<file path="src/rtl/adder_frame_loader.sv">
// adder_frame_loader
// Byte-serial front end for the 32-bit prefix-carry fast adder.
// It collects a 9-byte little-endian frame (A, B, flags) into the adder's
// operand registers. After one settle cycle it captures the adder result and
// presents it on a valid/ready port. Only one operation is in flight at a time.
// Optional feature: define ADDER_OVF_EN to enable the captured two's-complement
// overflow flag on res_ovf. Without it, res_ovf is tied to 0.

module adder_frame_loader (
  input  logic        clk,
  input  logic        rst,
  input  logic        in_valid,
  output logic        in_ready,
  input  logic [7:0]  in_data,
  output logic [31:0] op_a,
  output logic [31:0] op_b,
  output logic        op_cin,
  input  logic [31:0] add_sum,
  input  logic        add_cout,
  output logic        res_valid,
  input  logic        res_ready,
  output logic [31:0] res_sum,
  output logic        res_cout,
  output logic        res_ovf
);

  typedef enum logic [2:0] {
    LOAD_A,
    LOAD_B,
    LOAD_F,
    EVAL,
    HOLD
  } state_t;

  state_t     state;
  logic [3:0] idx;
  logic       accept;

  assign accept = in_valid && in_ready;

  // Drop each accepted byte into its lane of the operand registers. These
  // registers change only here, so the adder inputs stay stable during EVAL and HOLD.
  always_ff @(posedge clk or posedge rst) begin
    if (rst) begin
      op_a   <= 32'd0;
      op_b   <= 32'd0;
      op_cin <= 1'b0;
    end else if (accept) begin
      case (idx)
        4'd0: op_a[7:0]   <= in_data;
        4'd1: op_a[15:8]  <= in_data;
        4'd2: op_a[23:16] <= in_data;
        4'd3: op_a[31:24] <= in_data;
        4'd4: op_b[7:0]   <= in_data;
        4'd5: op_b[15:8]  <= in_data;
        4'd6: op_b[23:16] <= in_data;
        4'd7: op_b[31:24] <= in_data;
        4'd8: op_cin      <= in_data[0];
        default: ;
      endcase
    end
  end

  // Frame sequencer. It also drives the registered in_ready and res_valid
  // flags. in_ready rises on the first edge after reset release, so the first
  // byte can be taken on the cycle after that.
  always_ff @(posedge clk or posedge rst) begin
    if (rst) begin
      state     <= LOAD_A;
      idx       <= 4'd0;
      in_ready  <= 1'b0;
      res_valid <= 1'b0;
    end else begin
      case (state)
        LOAD_A, LOAD_B, LOAD_F: begin
          in_ready <= 1'b1;
          if (accept) begin
            if (idx == 4'd8) begin
              idx      <= 4'd0;
              in_ready <= 1'b0;
              state    <= EVAL;
            end else begin
              idx <= idx + 4'd1;
              if (idx == 4'd3) state <= LOAD_B;
              if (idx == 4'd7) state <= LOAD_F;
            end
          end
        end
        EVAL: begin
          in_ready  <= 1'b0;
          res_valid <= 1'b1;
          state     <= HOLD;
        end
        HOLD: begin
          if (res_valid && res_ready) begin
            res_valid <= 1'b0;
            in_ready  <= 1'b1;
            state     <= LOAD_A;
          end
        end
        default: begin
          state     <= LOAD_A;
          idx       <= 4'd0;
          in_ready  <= 1'b0;
          res_valid <= 1'b0;
        end
      endcase
    end
  end

  // Capture the settled adder output on the EVAL edge. The result then holds
  // until the next capture, so it cannot be overwritten before its handshake.
  always_ff @(posedge clk or posedge rst) begin
    if (rst) begin
      res_sum  <= 32'd0;
      res_cout <= 1'b0;
    end else if (state == EVAL) begin
      res_sum  <= add_sum;
      res_cout <= add_cout;
    end
  end

`ifdef ADDER_OVF_EN
  // Signed overflow occurs when both operands share a sign and the sum's sign
  // differs from it. It is captured alongside the sum.
  always_ff @(posedge clk or posedge rst) begin
    if (rst) begin
      res_ovf <= 1'b0;
    end else if (state == EVAL) begin
      res_ovf <= (op_a[31] == op_b[31]) && (add_sum[31] != op_a[31]);
    end
  end
`else
  assign res_ovf = 1'b0;
`endif

endmodule

</file>
<file path="config.mk">
export PLATFORM = sky130hd
export DESIGN_NAME = adder_frame_loader
export DESIGN_NICKNAME = d
export VERILOG_FILES = /design/src/rtl/adder_frame_loader.sv
export SDC_FILE = /design/constraint.sdc
export NUM_CORES = 1
export LEC_CHECK = 0
export CORE_UTILIZATION = 40
export CTS_CLUSTER_DIAMETER = 30
export CTS_CLUSTER_SIZE = 30
export DETAILED_ROUTE_END_ITERATION = 8
export PLACE_DENSITY = 0.71
export SLEW_MARGIN = 20
export SYNTH_ARGS = -nofsm -noshare
export SYNTH_HDL_FRONTEND = slang
export SYNTH_SLANG_ARGS = --single-unit
</file>
<file path="constraint.sdc">
create_clock -name clk -period 5 [get_ports clk]
set_input_delay 1.25 -clock clk [delete_from_list [all_inputs] [get_ports clk]]
set_output_delay 1.25 -clock clk [all_outputs]
set_load 0.02 [all_outputs]
</file>
==> flow_metrics.env <==
export IMPL_cts_tree="done"
export IMPL_worstSkewPairLatency_ns=0.37
export IMPL_ys_ff_latch=107
export IMPL_clk_pin_slew_ns=0.10
export IMPL_cts_hold_buf=0
export IMPL_rsz0062_at_grt="no"
export IMPL_drc_errors=0
export IMPL_grtUsageTotal_pct=18.6
export IMPL_dr_pass1_iters=4
export IMPL_synth_area_leader_cell="dfrtp_1"
export IMPL_yosysTopAreaCellShare_pct=60.5
export IMPL_cts_buffer_depth=2
export IMPL_layout_common_cells="clkdlybuf4s50_1 (144), dfrtp_1 (107), mux2_2 (70)"
export IMPL_grt_pass1_vias=2883
export IMPL_synth_nets=322
export IMPL_hp_class="flop to flop"
export IMPL_critPathTopFamily="buffers and inverters"
export IMPL_htree_levels=3
export IMPL_synth_edff_count=0
export IMPL_synth_top_family_by_area="multiplexers"
export IMPL_viasPerCell=4.94
export IMPL_startpoint_type="flop"
export IMPL_power_total_mw=4.22
export IMPL_area_growth_pct=39.7
export IMPL_path_class="flop to output pin"
export IMPL_clock_fmax_mhz=368
export IMPL_rows=38
export IMPL_pin_count=146
export IMPL_setup_viol=0
export IMPL_gr_total_overflow=0
export IMPL_finalHoldViolations=0
export IMPL_max_stage_delay_ns=0.64
export IMPL_mostFrequentLayoutCell="clkdlybuf4s50_1"
export IMPL_worstPathCellList="clkdlybuf4s50_1"
export IMPL_crit_buf_inv=1
export IMPL_ys_flop_type="dfrtp_1"
export IMPL_period_needed_ns=2.72
export IMPL_cts_setup_buffers=0
export IMPL_setup_tns_final_ns=0
export IMPL_gp_congestion=0.777
export IMPL_vias=2806
export IMPL_core_area_um2=10800
export IMPL_wl_per_cell_um=18.2
export IMPL_fin_skew_ns=0.0154
export IMPL_synth_xor_area_share_pct=0
export IMPL_cts_sinks=107
export IMPL_die_h_um=107
export IMPL_yosys_area_share_adder_pct=1.13
export IMPL_synthArstFlopShare_pct=100
export IMPL_drt_iter0_drc=102
export IMPL_fin_crit_sh_pct=54.4
export IMPL_start_util_pct=41.0
export IMPL_drive_gt1_share_pct=29.9
export IMPL_synth_compound_area_share_pct=2.26
export IMPL_ys_types=36
export IMPL_die_area_um2=11500
export IMPL_diodes=0
export IMPL_max_cap_viol_count=0
export IMPL_utilization_pct=57.3
export IMPL_slew_violations=0
export IMPL_antenna_found_initial=0
export IMPL_numCtsBuffers=9
export IMPL_synth_area_leaders="dfrtp_1 (61%), mux2_2 (18%), mux2_4 (9.8%), nor2_4 (2.0%), buf_12 (1.4%)"
export IMPL_worst_pin_slew_ns=0.628
export IMPL_io_buffers=144
export IMPL_synthMuxAreaShare_pct=27.9
export IMPL_die_x_um=107
export IMPL_cp_slowest_cell="clkdlybuf4s50_1"
export IMPL_root_buffer="clkbuf_8"
export IMPL_netlist_area_um2=4430
export IMPL_dp_hpwl_um=7200
export IMPL_peakVddDrop_uv=383
export IMPL_cp_arrival_ns=1.47
export IMPL_max_slew_margin_pct=58.2
export IMPL_end_kind="output pin"
export IMPL_worstPathRequired_ns=3.75
export IMPL_powerDensity_nw_per_um2=683
export IMPL_yosysWarnings=0
export IMPL_cp_max_fo=6
export IMPL_ys_seq_area_share_pct=60.5
export IMPL_nets=472
export IMPL_outcome="finished clean"
export IMPL_grt_max_degree=45
export IMPL_synthCells=273
export IMPL_power_leakage_nw=2.70
export IMPL_cts_resized=0
export IMPL_routed_wl_um=10300
export IMPL_synth_simple_area_share_pct=5.71
export IMPL_synth_area_per_cell_um2=16.2
export IMPL_drtAntennaViolNets=0
export IMPL_grt_pass1_wl_um=16000
[registers in the layout (all words and copies together) (netlist names), 3 cells and up]
register	count
op_a	32
op_b	32
res_sum	32
idx	4
state	3
[synth_stat cells (all sizes together) (2+ instances only)]
master	number
o21ai	5
dfrtp	107
nand2b	2
a211oi	2
mux2	99
buf	7
inv	5
nor2	12
nand3	2
nand2	4
and2	3
nand3b	5
ha	4
[power breakdown]
| part | internal [mW] | switching (mW) |
|---|---|---|
| clock | 0.251 | 0.306 |
| sequential | 1.28 | 0.260 |
| combinational | 1.16 | 0.967 |
[metal layers]
layer	track usage [%]	routed length, um	vias up	part of all wire (%)
li1	-	-	1271	-
met1	25.4	4610	1407	45
met2	27.3	4530	119	44
met3	6.87	1060	9	10
met4	6.16	108	0	1.0
met5	0	0	-	0
[kinds of logic after synthesis]
group | Yosys count
other | 1
muxes | 100
and+or+nand+nor | 34
adders and majority gates | 4
AOI/OAI and AO/OA | 15
buffers and inverters | 12
DFF | 107
[area by class of cell]
| cell class | count | area, um^2 |
|---|---|---|
| Fill cell | 888 | 4610 |
| Sequential cell | 107 | 2680 |
| Inverter | 5 | 21.3 |
| Clock buffer | 10 | 138 |
| Tap cell | 140 | 175 |
| Multi-Input combinational cell | 154 | 1640 |
| Timing Repair Buffer | 146 | 1460 |
| Clock inverter | 6 | 72.6 |
[path summary, 6_finish.rpt]
path / cells past startpoint / start / endpoint / slack (ns)
max in group asynchronous: 3 / rst / res_sum[28]$_DFFE_PP0P_ / 2.88
setup / recovery: 1 / in_ready$_DFFE_PP0P_ / in_ready / 2.28
hold reg to reg: 1 / op_a[0]$_DFFE_PP0P_ / op_a[0]$_DFFE_PP0P_ / 0.51
setup reg to reg: 5 / idx[0]$_DFFE_PP0P_ / op_a[0]$_DFFE_PP0P_ / 3.21
min in group asynchronous: 2 / rst / op_a[7]$_DFFE_PP0P_ / 1.26
hold / removal: 1 / op_a[0]$_DFFE_PP0P_ / op_a[0]$_DFFE_PP0P_ / 0.51
[through the flow]
stage / hold WS [ns] / std cells / cell area [um^2] / worst slack, ns
final: 0.514 / 568 / 6180 / 2.28
after global placement: 0.486 / 552 / 5970 / 2.08
after CTS: 0.518 / 568 / 6180 / 2.25
after floorplan: 0.546 / 273 / 4430 / 0.933
after global routing: 0.531 / 568 / 6180 / 2.22
after detailed placement: 0.490 / 552 / 5970 / 2.05
Note: power is estimated with default switching activity, not from simulation.
